## src/rtl/gabor_mac_if.sv

```systemverilog
// Tap-sample input bus and output-memory write bus of the Gabor filter MAC.
interface gabor_mac_if;
    logic       tap_valid;
    logic [3:0] tap_idx;
    logic [7:0] pixel_in;
    logic [7:0] coeff_in;
    logic       win_last;
    logic [7:0] center_in;
    logic [7:0] out_data;
    logic [7:0] out_addr;
    logic       out_we;

    // Producer side: drives taps, observes output writes.
    modport master (
        output tap_valid, tap_idx, pixel_in, coeff_in, win_last, center_in,
        input  out_data, out_addr, out_we
    );

    // Filter side: consumes taps, issues output writes.
    modport slave (
        input  tap_valid, tap_idx, pixel_in, coeff_in, win_last, center_in,
        output out_data, out_addr, out_we
    );
endinterface

```

## src/rtl/gabor_mac.sv

```systemverilog
// Gabor filter multiply-accumulate: 3x3 window of pixel*coeff taps summed,
// arithmetically shifted by SHIFT, clamped to 8 bits and written out.
// Pipeline: stage 1 multiply, stage 2 accumulate, snapshot, output write;
// out_we rises three edges after the edge that samples the last tap.
// Optional feature: define GABOR_ABS_EN to output min(|sum|,255) for
// negative sums instead of clamping them to zero.
module gabor_mac #(
    parameter int unsigned SHIFT      = 7,
    parameter int unsigned IMG_PIXELS = 256
) (
    input  logic        clk,
    input  logic        reset,
    gabor_mac_if.slave  bus,
    output logic        busy,
    output logic        frame_done
);

    localparam int unsigned IDX_W  = 4;
    localparam int unsigned PROD_W = 17;
    localparam int unsigned ACC_W  = 21;
    localparam int unsigned ADDR_W = 8;
    localparam int unsigned DATA_W = 8;
    localparam logic [IDX_W-1:0]  LAST_TAP  = IDX_W'(8);
    localparam logic [ADDR_W-1:0] LAST_ADDR = ADDR_W'(IMG_PIXELS - 1);

    typedef enum logic [1:0] {
        IDLE  = 2'd0,
        ACCUM = 2'd1,
        EMIT  = 2'd2
    } state_t;

    state_t state, state_next;

    // Stage 1 registers
    logic                     s1_valid;
    logic [IDX_W-1:0]         s1_idx;
    logic                     s1_last;
    logic [ADDR_W-1:0]        s1_center;
    logic signed [PROD_W-1:0] s1_prod;
    logic signed [PROD_W-1:0] prod_c;

    // Stage 2 registers
    logic signed [ACC_W-1:0]  acc;
    logic                     win_open;
    logic                     s2_last;
    logic [ADDR_W-1:0]        s2_center;
    logic                     accept_c;

    // Snapshot of a finished window, held while the next one accumulates
    logic [DATA_W-1:0]        fin_data;
    logic [ADDR_W-1:0]        fin_addr;
    logic signed [ACC_W-1:0]  shifted_c;
    logic [DATA_W-1:0]        clamp_c;

    // Output registers
    logic [DATA_W-1:0]        out_data_q;
    logic [ADDR_W-1:0]        out_addr_q;
    logic                     out_we_q;

    assign prod_c = PROD_W'($signed({1'b0, bus.pixel_in})) * PROD_W'($signed(bus.coeff_in));

    // A sample joins the accumulator if it opens a window or continues an open one.
    assign accept_c = s1_valid && ((s1_idx == '0) || win_open);

    // Stage 1: register product and tap metadata; out-of-range taps are dropped.
    always_ff @(posedge clk or negedge reset) begin
        if (!reset) begin
            s1_valid  <= 1'b0;
            s1_idx    <= '0;
            s1_last   <= 1'b0;
            s1_center <= '0;
            s1_prod   <= '0;
        end else begin
            s1_valid <= bus.tap_valid && (bus.tap_idx <= LAST_TAP);
            if (bus.tap_valid) begin
                s1_idx    <= bus.tap_idx;
                s1_last   <= bus.win_last;
                s1_center <= bus.center_in;
                s1_prod   <= prod_c;
            end
        end
    end

    // Stage 2: accumulate; tap 0 restarts the sum, abandoning any open window.
    always_ff @(posedge clk or negedge reset) begin
        if (!reset) begin
            acc       <= '0;
            win_open  <= 1'b0;
            s2_last   <= 1'b0;
            s2_center <= '0;
        end else begin
            s2_last <= accept_c && s1_last;
            if (accept_c) begin
                acc       <= (s1_idx == '0) ? ACC_W'(s1_prod) : acc + ACC_W'(s1_prod);
                win_open  <= !s1_last;
                s2_center <= s1_center;
            end
        end
    end

`ifdef GABOR_ABS_EN
    logic signed [ACC_W-1:0] mag_c;
`endif

    // Scale and saturate the accumulated sum to an 8-bit pixel.
    always_comb begin
        shifted_c = acc >>> SHIFT;
        clamp_c   = '0;
`ifdef GABOR_ABS_EN
        mag_c     = -shifted_c;
`endif
        if (shifted_c[ACC_W-1]) begin
`ifdef GABOR_ABS_EN
            clamp_c = (mag_c > ACC_W'(255)) ? DATA_W'(255) : mag_c[DATA_W-1:0];
`else
            clamp_c = '0;
`endif
        end else if (shifted_c > ACC_W'(255)) begin
            clamp_c = DATA_W'(255);
        end else begin
            clamp_c = shifted_c[DATA_W-1:0];
        end
    end

    // Capture the finished window so back-to-back windows can reuse the accumulator.
    always_ff @(posedge clk or negedge reset) begin
        if (!reset) begin
            fin_data <= '0;
            fin_addr <= '0;
        end else if (s2_last) begin
            fin_data <= clamp_c;
            fin_addr <= s2_center;
        end
    end

    // FSM state register
    always_ff @(posedge clk or negedge reset) begin
        if (!reset) begin
            state <= IDLE;
        end else begin
            state <= state_next;
        end
    end

    // FSM next-state logic
    always_comb begin
        state_next = state;
        case (state)
            IDLE: begin
                if (accept_c) begin
                    state_next = ACCUM;
                end
            end
            ACCUM, EMIT: begin
                if (s2_last) begin
                    state_next = EMIT;
                end else if (win_open || accept_c) begin
                    state_next = ACCUM;
                end else begin
                    state_next = IDLE;
                end
            end
            default: state_next = IDLE;
        endcase
    end

    // Registered outputs: write strobe for one cycle per EMIT, busy, sticky frame_done.
    always_ff @(posedge clk or negedge reset) begin
        if (!reset) begin
            out_we_q   <= 1'b0;
            out_data_q <= '0;
            out_addr_q <= '0;
            busy       <= 1'b0;
            frame_done <= 1'b0;
        end else begin
            out_we_q <= (state == EMIT);
            busy     <= (state_next != IDLE);
            if (state == EMIT) begin
                out_data_q <= fin_data;
                out_addr_q <= fin_addr;
                if (fin_addr == LAST_ADDR) begin
                    frame_done <= 1'b1;
                end
            end
        end
    end

    assign bus.out_we   = out_we_q;
    assign bus.out_data = out_data_q;
    assign bus.out_addr = out_addr_q;

endmodule

```

## src/flat_wrapper.sv

```systemverilog
// flat-port wrapper written by rule: the top's interface ports become plain ports
module gabor_mac_flat 
#(
    parameter int unsigned SHIFT      = 7,
    parameter int unsigned IMG_PIXELS = 256
)
  (clk, reset, busy, frame_done, bus_tap_valid, bus_tap_idx, bus_pixel_in, bus_coeff_in, bus_win_last, bus_center_in, bus_out_data, bus_out_addr, bus_out_we);
  gabor_mac_if bus_i ();
  input  logic clk;
  input  logic reset;
  output logic busy;
  output logic frame_done;
  input wire logic [$bits(bus_i.tap_valid)-1:0] bus_tap_valid;
  input wire logic [$bits(bus_i.tap_idx)-1:0] bus_tap_idx;
  input wire logic [$bits(bus_i.pixel_in)-1:0] bus_pixel_in;
  input wire logic [$bits(bus_i.coeff_in)-1:0] bus_coeff_in;
  input wire logic [$bits(bus_i.win_last)-1:0] bus_win_last;
  input wire logic [$bits(bus_i.center_in)-1:0] bus_center_in;
  output wire logic [$bits(bus_i.out_data)-1:0] bus_out_data;
  output wire logic [$bits(bus_i.out_addr)-1:0] bus_out_addr;
  output wire logic [$bits(bus_i.out_we)-1:0] bus_out_we;
  assign bus_i.tap_valid = bus_tap_valid;
  assign bus_i.tap_idx = bus_tap_idx;
  assign bus_i.pixel_in = bus_pixel_in;
  assign bus_i.coeff_in = bus_coeff_in;
  assign bus_i.win_last = bus_win_last;
  assign bus_i.center_in = bus_center_in;
  assign bus_out_data = bus_i.out_data;
  assign bus_out_addr = bus_i.out_addr;
  assign bus_out_we = bus_i.out_we;
  gabor_mac #(.SHIFT(SHIFT), .IMG_PIXELS(IMG_PIXELS)) u_core (.clk(clk), .reset(reset), .bus(bus_i), .busy(busy), .frame_done(frame_done));
endmodule
```

## config.mk

```make
export PLATFORM = sky130hd
export DESIGN_NAME = gabor_mac_flat
export DESIGN_NICKNAME = d
export VERILOG_FILES = /design/src/rtl/gabor_mac_if.sv /design/src/rtl/gabor_mac.sv /design/src/flat_wrapper.sv
export SDC_FILE = /design/constraint.sdc
export NUM_CORES = 1
export LEC_CHECK = 0
export CORE_ASPECT_RATIO = 0.8
export CORE_MARGIN = 2
export CORE_UTILIZATION = 58
export CTS_BUF_LIST = sky130_fd_sc_hd__clkbuf_4
export DETAILED_ROUTE_END_ITERATION = 7
export PLACE_DENSITY = 0.83
export SLEW_MARGIN = 10
export SYNTH_ARGS = -nofsm -noshare
export SYNTH_HDL_FRONTEND = slang
export SYNTH_SLANG_ARGS = --single-unit
```

## constraint.sdc

```tcl
create_clock -name clk -period 3.1 [get_ports clk]
set_clock_uncertainty 0.2 [all_clocks]
set_input_delay 0.31 -clock clk [delete_from_list [all_inputs] [get_ports clk]]
set_output_delay 0.31 -clock clk [all_outputs]
set_load 0.005 [all_outputs]
```

## Word-level counts from Yosys, hierarchy flattened

Index checks and enable logic that the tools add are counted.

- Logic and storage cells: 42
- Register bits after elaboration: 99

- Multipliers: 1
- $add $sub $neg: 1
- Reduce and logical (&&, ||, !) cells: 11
- Multiplexer cells: 7
- Order comparisons: 2
- Eq/ne operators: 3

Operators by type and width:

| operator | number |
|---|---|
| $add 21x17->21 | 1 |
| $mux 21 | 1 |
| $mul 9x8->17 | 1 |
| $mux 8 | 2 |
| $gt 14x9->1 const B | 1 |
| $eq 8x8->1 const B | 1 |
| $le 4x4->1 const B | 1 |
| $logic_not 4->1 | 1 |
| $mux 2 | 2 |
| $pmux 2 s2 | 1 |
| $logic_and 1x1->1 | 3 |
| $eq 2x1->1 const B | 1 |
| $eq 2x2->1 const B | 1 |
| $logic_not 2->1 | 1 |
| $logic_or 1x1->1 | 2 |
| $reduce_and 2->1 | 1 |
| $reduce_bool 2->1 | 1 |
| $reduce_or 2->1 | 1 |
| $logic_not 1->1 | 1 |
| $mux 1 | 1 |

## Depth between registers and ports, before layout

Gate-level depths: netlist of the first run.

- Word-level depth: 8
- Depth in mapped cells: 20
- Depth with buffers taken out: 20

## Worst setup path after synthesis of the first run

Ideal clock, no wire load.

- Path kind: input to register
- Start point: input bus_pixel_in[0]
- End point: register u_core.s1_prod[16]
- Library setup time: 82 ps
- Arrival: 4152 ps
- Stages: 16
- Slack: -1334 ps
- Required time: 2818 ps
- Cells stage by stage: nand2b_1 -> fa_1 -> fa_1 -> inv_1 -> fa_1 -> inv_1 -> fa_1 -> inv_1 -> ha_1 -> o21ai_1 -> a21o_1 -> a21o_1 -> a21oi_1 -> nor3_1 -> or3_1 -> a31oi_1

- Longest elaborated chain between the ends: 1

Ends and longest elaborated chain:

| item | RTL line | RTL |
|---|---|---|
| from (decl) | flat_wrapper.sv:15 | `input wire logic [$bits(bus_i.pixel_in)-1:0] bus_pixel_in;` |
| $mul 9x8->17 | gabor_mac.sv:60 | `assign prod_c = PROD_W'($signed({1'b0, bus.pixel_in})) * PROD_W'($signed(bus.coeff_in));` |
| to (signal assigned) | gabor_mac.sv:79 | `s1_prod <= prod_c;` |
| to (decl) | gabor_mac.sv:39 | `logic signed [PROD_W-1:0] s1_prod;` |

No other way between the ends.
A chain may end at the register's enable or synchronous reset.

## Worst setup path after layout of the first run

- Start point: input bus_pixel_in[4]
- End point: register u_core.s1_prod[16]

Same word-level chain as after synthesis.

==> flow_results.org, run 1 <==
** Status
- Outcome :: complete, but fails checks
- The final reports fail on setup timing.

** Global route
- Global-route usage over all layers :: 0.248
- Vias in the first global route :: 5636
- Summed over all layers, the global routing overflow is 0.
- Pin count of the biggest net entering global routing :: between 80 and 90
- The first global-routing pass estimated about 26000 µm of wire.
- The number of antenna violations at the first check in global routing is 0.

** Layout
- Once layout is complete, the utilization of the core stands at 0.718.
- Layout cell share with drive strength beyond 1 :: 0.275
- Final Net Count :: roughly 960
- Relative to the synthesized area, the layout overhead comes to 21.5%.
- Commonest non-fill, non-tap cell in the layout :: sky130_fd_sc_hd__dfrtp_1
- After filler insertion, the fill cell instance count of the layout stands at about 810.
- Antenna cells :: 0
- The top cell types in the final layout, fill and taps aside, are sky130_fd_sc_hd__dfrtp_1 (99), sky130_fd_sc_hd__nand2_1 (77), sky130_fd_sc_hd__ha_1 (55).

** Timing
- Headroom to the max-slew limit came out at 0.296.
- Crit path setup slack, layout :: -0.883 ns
- Actual transition at the worst max-transition pin :: around 1.1 ns
- Portion of the clock cycle consumed by the worst path in the final layout :: 1.28
- After layout, the minimum clock period comes to 3.98 ns.
- Hold timing on the final database bottoms out at a slack of around 0.046 ns.
- The final count of hold timing violations came to 0.
- Peak Freq :: 251 MHz
- Total of endpoints with negative setup slack in the final report :: 11
- Unrepaired setup endpoints after global routing :: true
- Final number of max-transition violations :: 0

** Yosys
- Compound-cell area share of the yosys netlist :: 0.0992
- For this run, the register share of the synthesized area comes to 0.347.
- After synthesis the netlist holds a flip-flop and latch count of 99.
- Main flop type after synthesis :: sky130_fd_sc_hd__dfrtp_1
- Post-synthesis area per instance :: around 10 µm²
- Share of synthesized registers carrying an async set or reset :: 1.00
- Distinct cells, synth :: 55
- Of the total synthesized cell area, the portion taken by AND, OR, NAND and NOR gates is 0.163.
- The number of nets handed over by synthesis was 860.
- Of the total synthesized cell area, the portion taken by XOR and XNOR cells is 0.0270.
- After synthesis, the largest family of logic cells by area is adder cells.
- Synth Area in Adders :: 0.222
- Counting flops with a built-in enable in the synthesized netlist gives 0.
- After synthesis, the share of cell area in mux cells is 0.0941.
- Yosys printed 0 warnings.
- Synthesized netlist cell count :: between 700 and 800
- Cell area after synthesis :: 7140 µm²

** Clock network
- The H-tree generated during clock tree synthesis spans 3 levels.
- Clock Pin Slew Worst Setup and Hold Paths :: 0.16 ns
- The cell sitting at the root of the clock tree is a sky130_fd_sc_hd__clkbuf_4.
- The clock passes through at most 2 buffers.
- Counting every sink on the clock net gives 99.
- The clock reaches the later pin of the worst-skew pair after approximately 0.46 ns.
- Clock tree from TritonCTS :: done
- Number of buffers created by CTS :: 9

** Placed design
- Port Buffers :: 50
- Half-perimeter wire length after placement :: about 12000 µm
- Routability-driven placement finished with a final weighted congestion of 0.950.

** Routing
- After detailed routing, the total wire length is around 16000 µm.
- After the first detailed-routing iteration, the DRC count stood at about 400.
- Routed via count :: ~5700
- Residual antenna-violating net count after detailed routing :: 0
- In the final routed layout, each cell accounts on average for around 17 µm.
- DRT Pass-1 Iters :: 7
- After detailed routing, the number of vias per cell comes to ~6.
- For this run, design rule violations remaining after detail routing come to 0.

** Power
- Largest vdd supply drop :: between 0.0003 and 0.0004 V
- Leakage :: about 0.0042 µW
- Cell Pwr Density :: 893 nW/µm²

** Hold path
- Tightest Hold Check Type :: in2reg

** Floorplanning
- Die boundary height :: between 100 and 150 µm
- The initial utilization of the core area, before any placement, comes to 0.591.
- After floorplanning, the core was sized to cover 12100 µm².
- Number of I/O pins :: just over 50
- Die Width :: 128 µm
- FP Rows :: 36
- The die covers approximately 13000 µm².

** Critical path
- Data on the critical path is required at its endpoint by 3.29 ns.
- In this run the worst path has a maximum fanout of 6.
- Worst Path Class, Setup :: in2reg
- The worst setup path is launched from an input port.
- The worst setup path is captured at a register.
- Critical path data arrival time :: around 4.2 ns

** Flow run
- Across the run, the number of max-cap violations was 0.
[layout make-up]
cell class,count,area [µm²],share of cell area
sequential,99,2480,0.286
multi-input combinational,539,4680,0.540
clock inverter,6,72.6,0.00837
tap,152,190,0.0219
timing repair buffer,103,928,0.107
inverter,67,255,0.0294
clock buffer,9,67.6,0.00779
[worst max-delay path: stages]
cell and delay, ns:
sky130_fd_sc_hd__buf_8 0.11, sky130_fd_sc_hd__and2_4 0.15, sky130_fd_sc_hd__fa_1 0.57, sky130_fd_sc_hd__fa_1 0.46
sky130_fd_sc_hd__fa_1 0.50, sky130_fd_sc_hd__inv_1 0.05, sky130_fd_sc_hd__fa_1 0.54, sky130_fd_sc_hd__inv_2 0.06
sky130_fd_sc_hd__ha_4 0.27, sky130_fd_sc_hd__inv_2 0.04, sky130_fd_sc_hd__a21o_1 0.17, sky130_fd_sc_hd__a21o_1 0.18
sky130_fd_sc_hd__a21oi_2 0.19, sky130_fd_sc_hd__nor3_2 0.08, sky130_fd_sc_hd__or3_1 0.32, sky130_fd_sc_hd__a31oi_1 0.17
[metal layers]
layer	wire length, µm	up-vias	share of wire	GRT usage
li1	-	2642	-	-
met1	6950	2817	0.42	0.312
met2	8220	194	0.50	0.447
met3	821	55	0.050	0.0427
met4	454	0	0.028	0.0752
met5	0	-	0	0
[flip-flops by register name, indices dropped and copies added (netlist names), 2 cells and up]
register             count
u_core.acc              21
u_core.s1_prod          17
u_core.bus.out_addr      8
u_core.bus.out_data      8
u_core.fin_addr          8
u_core.fin_data          8
u_core.s1_center         8
u_core.s2_center         8
u_core.s1_idx            4
u_core.state             2
[where the power goes]
part	internal [µW]	leakage (µW)	switching (µW)
registers	1790	0.00122	400
clock network	255	0.0000791	450
logic	2410	0.00287	2440
[logic make-up (layout without fill, tap and decap cells)]
family          Yosys count  after routing
mux                      60             60
compound gates          114            114
fa+ha+maj               104            104
simple gates            239            239
xor+xnor                 22             22
flops                    99             99
buf+inv                  86            185
[final timing paths]
path / from / to / slack, ns / cells after the start
setup / recovery: bus_pixel_in[4] / u_core.s1_prod[16] / -0.88 / 16
hold / removal: bus_pixel_in[0] / u_core.s1_prod[0] / 0.05 / 4
setup reg to reg: u_core.acc[14] / u_core.acc[16] / 0.24 / 8
hold reg to reg: u_core.s1_center[3] / u_core.s2_center[3] / 0.28 / 2
max in group asynchronous: reset / u_core.s1_center[4] / 1.52 / 3
min in group asynchronous: reset / u_core.acc[5] / 0.38 / 2
[per-stage QoR]
| step | TNS, ns | instance area [µm²] | instances | worst slack [ns] | power (µW) |
|---|---|---|---|---|---|
| after floorplan | -7.74 | 7280 | 724 | -0.974 | 5250 |
| after CTS | -5.64 | 8500 | 971 | -0.788 | 7380 |
| after global routing | -7.15 | 8670 | 975 | -0.997 | 8330 |
| after detailed placement | -18.39 | 8210 | 950 | -1.81 | 6510 |
| after global placement | -17.07 | 8210 | 950 | -1.71 | 6250 |
| final | -6.39 | 8670 | 975 | -0.883 | 7740 |
[repair_timing]
item	CTS	global route
endpoints found under the hold margin	86	0
hold buffers	2	0
resized for setup	121	39
endpoints found under the setup margin	13	11
gates cloned	0	0
setup buffers	4	5
pin swaps	23	21
[synthesized netlist by cell type, drive strengths merged, types with 12 or more instances]
cell,number,area [µm²]
and2,46,288
ha,66,826
xnor2,14,123
nor2,53,199
nand3,13,65.1
o21ai,33,165
a31oi,12,75.1
clkbuf,13,48.8
nand2,83,312
fa,38,761
inv,67,251
dfrtp,99,2480
mux2,57,642
a21oi,37,189
Note: power is estimated with default switching activity, not from simulation.
==> run 2: changes to the inputs <==
--- a/config.mk
+++ b/config.mk
@@ -9,6 +9,7 @@
 export CORE_MARGIN = 2
 export CORE_UTILIZATION = 58
 export CTS_BUF_LIST = sky130_fd_sc_hd__clkbuf_4
+export CTS_CLUSTER_SIZE = 12
 export DETAILED_ROUTE_END_ITERATION = 7
 export PLACE_DENSITY = 0.83
 export SLEW_MARGIN = 10
==> constraint.sdc (replaced) <==
create_clock -name clk -period 4.1 [get_ports clk]
set_clock_uncertainty 0.2 [all_clocks]
set_input_delay 0.41 -clock clk [delete_from_list [all_inputs] [get_ports clk]]
set_output_delay 0.41 -clock clk [all_outputs]
set_load 0.005 [all_outputs]
==> run 2 against run 1 <==
Against the previous run:
- the flow now finishes without violations
- via count is 3.6% lower
- wire length down 4.9%
- clock-buffer cell count unchanged
==> flow_results.org, run 2 (same netlist as run 1, synthesis figures left out) <==
** Status
- Outcome :: completed (was complete, but fails checks)

** Clock network
- Number of buffers created by CTS :: 9 (unchanged)
- The clock root buffer is sky130_fd_sc_hd__clkbuf_4 (unchanged).
- The clock insertion delay at the later pin of the skew report came to 0.46 ns (about the same).
- The depth of the CTS H-tree is 3 (unchanged).
- Clock tree sinks :: 99 (unchanged)
- Clock tree from TritonCTS :: done (unchanged)
- The clock tree buffer depth came to 2 (unchanged).
- Clock Pin Slew Worst Setup and Hold Paths :: 0.16 ns (about the same)

** Power
- The maximum vdd ir drop came to 0.000287 V (was 0.000374 V).
- Leakage :: 0.00406 µW (was 0.00416 µW)
- The power density normalized to cell area is 661 nW/µm² (was 893 nW/µm²).

** Routing
- The highest metal layer with signal wires is met4 (unchanged).
- The DRC violation count after routing came to 0 (unchanged).
- The DRC violation total after the first TritonRoute iteration is 366 (was 406).
- The detailed route wirelength on metal2 came to 7740 µm (was 8220 µm).
- The routed length on met3 came to 497 µm (was 821 µm).
- The via count of the routed design is 5501 (was 5708).
- Residual antenna-violating net count after detailed routing :: 0 (unchanged)
- Vias per std cell :: 5.66 (was 5.85)
- The number of detailed-routing iterations run before antenna repair came to 4 (was 7).
- Drt wl/cell :: 16.1 µm (was 16.9 µm)
- Total routed wirelength :: 15600 µm (was 16400 µm)
- Post-Route M1 WL :: 7140 µm (was 6950 µm)

** Placed design
- Routability-driven placement congestion ratio :: 0.904 (was 0.950)
- The half-perimeter wire length after detailed placement was 12100 µm (was 11800 µm).
- The standard cell area after detailed placement was 8150 µm² (was 8210 µm²).
- Placement Setup Slack :: -1.01 ns (was -1.81 ns)
- Port Buffers :: 50 (unchanged)

** Layout
- Post-synthesis to final-layout area growth :: 17.9% (was 21.5%)
- The area of combinational cells with multiple inputs came to 4510 µm² (was 4680 µm²).
- Biggest registers after layout :: u_core.acc: 21 flops, u_core.s1_prod: 17 flops (unchanged)
- Register ranked first by flip-flop count :: u_core.acc (unchanged)
- Fill cell instance count of the final layout :: 909 (was 811)
- Max FFs per register :: 21 (unchanged)
- Commonest non-fill, non-tap cell in the layout :: sky130_fd_sc_hd__dfrtp_1 (unchanged)
- The net count reported at finish came to 951 (was 955).
- Most frequent cells in the layout: sky130_fd_sc_hd__dfrtp_1 (99), sky130_fd_sc_hd__nand2_1 (82), sky130_fd_sc_hd__ha_1 (60) (was sky130_fd_sc_hd__dfrtp_1 (99), sky130_fd_sc_hd__nand2_1 (77), sky130_fd_sc_hd__ha_1 (55)).
- Area used by sequential logic in the layout :: 2480 µm² (unchanged)
- The post-route cell area is 8420 µm² (was 8670 µm²).
- The fraction of final layout cells with drive strength greater than 1 came to 0.229 (was 0.275).
- The antenna diode instance count came to 0 (unchanged).

** Critical path
- The worst endpoint data arrival time is 4.27 ns (was 4.17 ns).
- The cell with the largest stage delay on the worst path is sky130_fd_sc_hd__fa_1 (unchanged).
- Worst-case register-to-register setup slack :: 1.39 ns (was 0.24 ns)
- The largest stage delay on the critical path came to 0.53 ns (was 0.57 ns).
- Most used cell, CP :: sky130_fd_sc_hd__fa_1 (unchanged)
- The required time of the worst setup path is 4.30 ns (was 3.29 ns).
- Setup crit start :: bus_coeff_in[7] (was bus_pixel_in[4])
- Destination of the critical timing path :: u_core.s1_prod[16] (unchanged)
- The kind of capture point of the worst setup path is a register (unchanged).
- The depth of the most critical reg-to-reg path is 8 (unchanged).
- The critical path startpoint category is an input port (unchanged).
- RR Startpoint :: u_core.acc[14] (unchanged)
- Worst Path Class, Setup :: in2reg (unchanged)
- Series of cell instances along the critical path: buf_12 > clkinvlp_4 > buf_4 > buf_4 > nor2_1 > fa_1 > fa_1 > fa_1 > ha_1 > ha_1 > nand2_1 > a21o_1 > a21oi_2 > nor3_2 > or3_1 > a31oi_1 (was buf_8 > and2_4 > fa_1 > fa_1 > fa_1 > inv_1 > fa_1 > inv_2 > ha_4 > inv_2 > a21o_1 > a21o_1 > a21oi_2 > nor3_2 > or3_1 > a31oi_1).
- Critical R2R Capture :: u_core.acc[16] (unchanged)
- The top fanout value on the critical path came to 4 (was 6).

** Timing
- Worst-case headroom to the max-slew limit :: 0.341 (was 0.296)
- Total of endpoints with negative setup slack in the final report :: 0 (was 11)
- Number of failing hold endpoints at the final stage :: 0 (unchanged)
- Timing would allow up to roughly 250 MHz.
- Crit path setup slack, layout :: 0.0278 ns (was -0.883 ns)
- Final number of max-transition violations :: 0 (unchanged)
- After layout, the minimum clock period comes to about 4.1 ns.
- Portion of the clock cycle consumed by the worst path in the final layout :: 0.993
- Unrepaired setup endpoints after global routing: true (unchanged).
- The slew of the pin with the lowest slew margin came to 0.988 ns (was 1.06 ns).

** Floorplanning
- The total die area is 13200 µm² (unchanged).
- The floorplan die width was 128 µm (unchanged).
- The effective utilization at floorplan came to 0.591 (unchanged).
- FP Rows :: 36 (unchanged)
- Core Footprint :: 12100 µm² (unchanged)
- Die boundary height :: 103 µm (unchanged)
- The number of ports placed on the die boundary was 51 (unchanged).

** Flow run
- The number of maximum-capacitance violations was 0 (unchanged).

** Global route
- Vias in the first global route :: 5675 (was 5636)
- The leftover overflow at the end of global routing is 0 (unchanged).
- Antenna violations before repair :: 0 (unchanged)
- The global-route wire length before repair was 26400 µm (was 26100 µm).
- The largest net degree at the start of global routing was 80 (was 87).
- Global-route usage over all layers :: 0.251 (was 0.248)

** Hold path
- The type of the most critical hold path is in2reg (unchanged).
-- run 2: cell types whose count changed in the layout (fill, tap and decap cells not counted), sizes merged --
cell | previous run | this run
buf | 68 | 60
clkbuf | 9 | 14
clkinvlp | 1 | 2
dlygate4sd3 | 2 | 1
-- run 2: timing repair --
item                                   CTS  global route
buffers inserted                         0             6
endpoints found under the hold margin   78             0
hold buffers                             1             0
resized for setup                       55            55
pin swaps                                8            16
setup endpoints to repair                8             5
-- run 2: how the worst min path moves through the flow --
| stage | start | endpoint | slack [ns] | cells past startpoint |
|---|---|---|---|---|
| 2_1_floorplan | reset | u_core.acc[0] | -0.09 | 0 |
| 3_3_place_gp | u_core.s1_center[4] | u_core.s2_center[4] | 0.25 | 2 |
| 3_5_place_dp | u_core.s1_center[2] | u_core.s2_center[2] | 0.26 | 2 |
| 4_1_cts | bus_coeff_in[0] | u_core.s1_prod[0] | 0.20 | 4 |
| 5_1_grt | bus_coeff_in[0] | u_core.s1_prod[0] | 0.20 | 4 |
| 6_report | bus_coeff_in[0] | u_core.s1_prod[0] | 0.21 | 4 |
-- run 2: area by class of cell --
class | count | area share
flip-flops and latches | 99 | 0.294
multi-input cells | 539 | 0.536
inverters | 67 | 0.0303
well taps | 152 | 0.0226
clock buffers | 9 | 0.00803
repair buffers | 99 | 0.0983
clock inverters | 7 | 0.00996
-- run 2: layer usage --
layer | track usage | up-vias
met3 | 0.0432 | 27
li1 | - | 2636
met5 | 0 | -
met1 | 0.334 | 2735
met4 | 0.0617 | 0
met2 | 0.435 | 103
-- run 2: power breakdown --
| part | internal [µW] | switching [µW] |
|---|---|---|
| registers | 1350 | 313 |
| logic | 1680 | 1670 |
| clock network | 198 | 353 |
-- run 2: through the flow --
step / hold WS, ns / utilization / total power, µW / TNS [ns] / instances
final: 0.208 / 0.697 / 5560 / 0 / 972
after detailed placement: 0.260 / 0.675 / 4900 / -7.77 / 949
after global routing: 0.202 / 0.697 / 6070 / -0.145 / 972
after global placement: 0.249 / 0.675 / 4700 / -6.53 / 949
after floorplan: -0.0856 / - / 3930 / -0.171 / 724
after CTS: 0.199 / 0.689 / 5480 / -0.00655 / 966
-- run 2: critical path: cells and delay by family --
family                     cells  cell delay [ns]
and+or+nand+nor                4             0.62
AOI/OAI and AO/OA              3             0.54
buffers and inverters          4             0.52
adders and majority gates      5             2.17
==> run 3: changes to the inputs <==
--- a/config.mk
+++ b/config.mk
@@ -6,7 +6,6 @@
 export NUM_CORES = 1
 export LEC_CHECK = 0
 export CORE_ASPECT_RATIO = 0.8
-export CORE_MARGIN = 2
 export CORE_UTILIZATION = 58
 export CTS_BUF_LIST = sky130_fd_sc_hd__clkbuf_4
 export CTS_CLUSTER_SIZE = 12
==> run 3 against run 2 <==
Against the previous run:
- clock power fell by 15%
- critical path depth rose by 1
- setup slack improved by 0.052 ns
- wire length fell by 3.1%
- global-route usage rose by 0.64 points
- combinational power barely moved
- clock-buffer cell count rose by 2
- maximum frequency rose by 1.3%
- first-iteration DRC count rose by 11%
- cell count fell by 0.82%
- critical endpoint is now u_core.s1_prod[14]
- largest power group unchanged
==> flow_results.org, run 3 (same netlist as run 1, synthesis figures left out) <==
** Placed design
- The routability-driven placement congestion ratio was 0.929 (was 0.904).
- Area post-placement :: 8140 µm² (was 8150 µm²)
- The port buffer count is 50 (unchanged).
- The half-perimeter wire length after detailed placement came to 11700 µm (was 12100 µm).

** Layout
- Most frequent cells in the layout :: sky130_fd_sc_hd__dfrtp_1 (99), sky130_fd_sc_hd__nand2_1 (77), sky130_fd_sc_hd__ha_1 (59) (was sky130_fd_sc_hd__dfrtp_1 (99), sky130_fd_sc_hd__nand2_1 (82), sky130_fd_sc_hd__ha_1 (60))
- Area used by sequential logic in the layout :: 2480 µm² (unchanged)
- Register ranked first by flip-flop count :: u_core.acc (unchanged)
- The leading cell type in the layout, fill and taps excluded is sky130_fd_sc_hd__dfrtp_1 (unchanged).
- The synthesis-to-finish area growth is 17.3% (was 17.9%).
- Area of the multi-input gates :: 4510 µm² (about the same)
- The net count reported at finish was 947 (was 951).
- Layout cell share with drive strength beyond 1 :: 0.233 (was 0.229)
- Max FFs per register :: 21 (unchanged)
- The total of fill cells in the finished design is 860 (was 909).
- Design Area, Final :: 8370 µm² (was 8420 µm²)
- Antenna cells :: 0 (unchanged)
- Biggest registers after layout :: u_core.acc: 21 flops, u_core.s1_prod: 17 flops (unchanged)

** Routing
- Routed via count :: 5507 (was 5501)
- Residual antenna-violating net count after detailed routing :: 0 (unchanged)
- The total length of routed wires is 15200 µm (was 15600 µm).
- DRC :: 0 (unchanged)
- Drt wl/cell :: 15.7 µm (was 16.1 µm)
- Vias per std cell :: 5.71 (was 5.66)
- The number of detailed-routing iterations run before antenna repair is 5 (was 4).
- The DRC violation total after the first TritonRoute iteration was 405 (was 366).

** Global route
- The met3 capacity usage during global routing was 0.0380 (was 0.0432).
- The largest net degree at the start of global routing came to 78 (was 80).
- Global-route usage over all layers :: 0.257 (was 0.251)
- The number of global-route vias before repair was 5630 (was 5675).
- The routing usage on met2 is 0.442 (was 0.435).
- The most utilized layer in the global route result is met2 (unchanged).
- The met1 track demand over resource is 0.341 (was 0.334).
- The global-route wire length before repair is 26200 µm (was 26400 µm).
- The number of antenna violations at the first check in global routing was 0 (unchanged).
- The leftover overflow at the end of global routing is 0 (unchanged).

** Critical path
- Highest fanout seen on the critical path :: 6 (was 4)
- The kind of critical path is in2reg (unchanged).
- Worst-case register-to-register setup slack :: 1.35 ns (was 1.39 ns)
- Critical path data arrival time :: 4.15 ns (was 4.27 ns)
- The depth of the most critical reg-to-reg path was 8 (unchanged).
- Data required, critical path :: 4.23 ns (was 4.30 ns)
- Critical R2R Capture :: u_core.acc[16] (unchanged)
- The launch instance of the worst register-to-register path was u_core.acc[14] (unchanged).
- Worst Setup Start Kind :: input port (unchanged)
- Setup crit end kind :: register (unchanged)

** Power
- Power share of the sequential group :: 0.305 (was 0.299)
- The logic gate share of total power is 0.610 (was 0.602).
- The internal power contribution came to 3170 µW (was 3220 µW).
- Largest vdd supply drop :: 0.000275 V (was 0.000287 V)
- Part of the total power dissipated in the clock network :: 0.086 (was 0.099)
- The switching power of the nets is 2280 µW (was 2340 µW).
- Leakage :: 0.00403 µW (was 0.00406 µW)
- Switching part of the total power :: 0.419 (was 0.420)
- The power density normalized to cell area came to 651 nW/µm² (was 661 nW/µm²).

** Hold path
- The type of the most critical hold path is in2reg (unchanged).
- Hold depth :: 4 (unchanged)
- Hold Crit Start :: bus_coeff_in[0] (unchanged)
- Worst min-delay path endpoint :: u_core.s1_prod[0] (unchanged)

** Clock network
- Number of buffers created by CTS :: 9 (unchanged)
- H-tree Lvls :: 3 (unchanged)
- The CTS tree was done (unchanged).
- The clock insertion delay at the later pin of the skew report is 0.45 ns (was 0.46 ns).
- Clock Pin Slew Worst Setup and Hold Paths :: 0.15 ns (was 0.16 ns)
- Clock tree sinks :: 99 (unchanged)
- The clock root buffer was sky130_fd_sc_hd__clkbuf_4 (unchanged).
- The clock tree buffer depth was 2 (unchanged).

** Timing
- Shortest period the worst path allows :: 4.02 ns (was 4.07 ns)
- Number of failing hold endpoints at the final stage :: 0 (unchanged)
- The maximum frequency from static timing analysis is 249 MHz (was 246 MHz).
- Unrepaired setup endpoints after global routing :: true (unchanged)
- Total of endpoints with negative setup slack in the final report :: 0 (unchanged)
- The period utilization is 0.981 (was 0.993).
- The count of pins over their slew limit came to 0 (unchanged).
- The relative slew slack is 0.358 (was 0.341).
- The slew of the pin with the lowest slew margin was 0.963 ns (was 0.988 ns).
- The total negative slack for setup checks is 0 ns (unchanged).

** Floorplanning
- The number of ports placed on the die boundary was 51 (unchanged).
- The effective utilization at floorplan came to 0.608 (was 0.591).
- FP Rows :: 35 (was 36)
- Total Die Area :: 12800 µm² (was 13200 µm²)
- The die extent in y came to 101 µm (was 103 µm).
- The floorplan die width was 126 µm (was 128 µm).
- The area of the core was 11700 µm² (was 12100 µm²).

** Flow run
- The number of maximum-capacitance violations is 0 (unchanged).

** Status
- Outcome :: completed (unchanged)
[run 3: changes by cell type in the layout (fill, tap and decap cells not counted), moves of 2 or more]
cell | previous run | this run
sky130_fd_sc_hd__buf_2 | 4 | 1
sky130_fd_sc_hd__inv_1 | 56 | 54
sky130_fd_sc_hd__clkbuf_2 | 3 | 1
sky130_fd_sc_hd__clkbuf_4 | 11 | 13
sky130_fd_sc_hd__clkinv_2 | 0 | 2
sky130_fd_sc_hd__nor2_4 | 2 | 0
sky130_fd_sc_hd__nand2_2 | 1 | 6
sky130_fd_sc_hd__nand2_1 | 82 | 77
sky130_fd_sc_hd__buf_4 | 54 | 49
sky130_fd_sc_hd__nor2_2 | 0 | 2
sky130_fd_sc_hd__inv_2 | 10 | 12
sky130_fd_sc_hd__buf_6 | 1 | 6
sky130_fd_sc_hd__buf_8 | 0 | 2
[run 3: final cells by class]
class | instances | area share
clock inverters | 5 | 0.00433
multi-input cells | 539 | 0.538
repair buffers | 95 | 0.0992
well taps | 148 | 0.0221
inverters | 67 | 0.0305
clock buffers | 11 | 0.00986
flip-flops and latches | 99 | 0.296
[run 3: power by group through the flow]
stage | combinational [µW] | sequential (µW) | clock, µW
5_1_grt | 3740 | 1710 | 512
4_1_cts | 3240 | 1650 | 475
6_report | 3320 | 1660 | 466
2_1_floorplan | 2370 | 1560 | 0
3_5_place_dp | 3180 | 1670 | 0
3_3_place_gp | 3030 | 1650 | 0
[run 3: worst max-delay path, cell delays in order]
cell	delay [ns]
sky130_fd_sc_hd__buf_4	0.13
sky130_fd_sc_hd__buf_4	0.13
sky130_fd_sc_hd__nor2_2	0.11
sky130_fd_sc_hd__fa_1	0.44
sky130_fd_sc_hd__fa_1	0.50
sky130_fd_sc_hd__fa_1	0.49
sky130_fd_sc_hd__inv_1	0.05
sky130_fd_sc_hd__fa_1	0.51
sky130_fd_sc_hd__inv_2	0.04
sky130_fd_sc_hd__ha_4	0.26
sky130_fd_sc_hd__inv_2	0.03
sky130_fd_sc_hd__a21o_1	0.15
sky130_fd_sc_hd__a21o_1	0.21
sky130_fd_sc_hd__a21oi_2	0.19
sky130_fd_sc_hd__nor3_2	0.07
sky130_fd_sc_hd__xnor2_1	0.14
sky130_fd_sc_hd__mux2_4	0.26
[run 3: worst max path at each step]
| stage | cells after the start | to | slack, ns | start |
|---|---|---|---|---|
| 6_report | 17 | u_core.s1_prod[14] | 0.08 | bus_pixel_in[1] |
| 2_1_floorplan | 16 | u_core.s1_prod[16] | -0.07 | bus_coeff_in[7] |
| 5_1_grt | 17 | u_core.s1_prod[14] | -0.03 | bus_coeff_in[2] |
| 4_1_cts | 16 | u_core.s1_prod[13] | 0.005 | bus_coeff_in[4] |
| 3_5_place_dp | 17 | u_core.s1_prod[16] | -0.89 | bus_pixel_in[2] |
| 3_3_place_gp | 17 | u_core.s1_prod[16] | -0.82 | bus_pixel_in[2] |
[run 3: layer usage]
layer  wire length (µm)  vias to the layer above  part of all wire
met5                  0                        -                 0
met4                348                        0             0.023
met3                584                       38             0.039
met2               7450                      144              0.49
met1               6770                     2702              0.45
li1                   -                     2623                 -
[run 3: what timing repair did]
action                                  in CTS  in global routing
hold endpoints to repair                    76                  0
hold buffers                                 1                  0
endpoints found under the setup margin       8                  6
setup buffers                                1                  1
pin swaps                                    9                 27
resized for setup                           57                 71
[run 3: metrics by stage]
step	hold slack, ns	worst slack, ns	std cells	power [µW]	util
floorplan	-0.0856	-0.0738	724	3930	-
global placement	0.248	-0.816	945	4680	0.694
detailed placement	0.259	-0.893	945	4860	0.694
CTS	0.219	0.00500	963	5370	0.706
global route	0.163	-0.0319	964	5960	0.714
finish	0.162	0.0799	964	5450	0.714
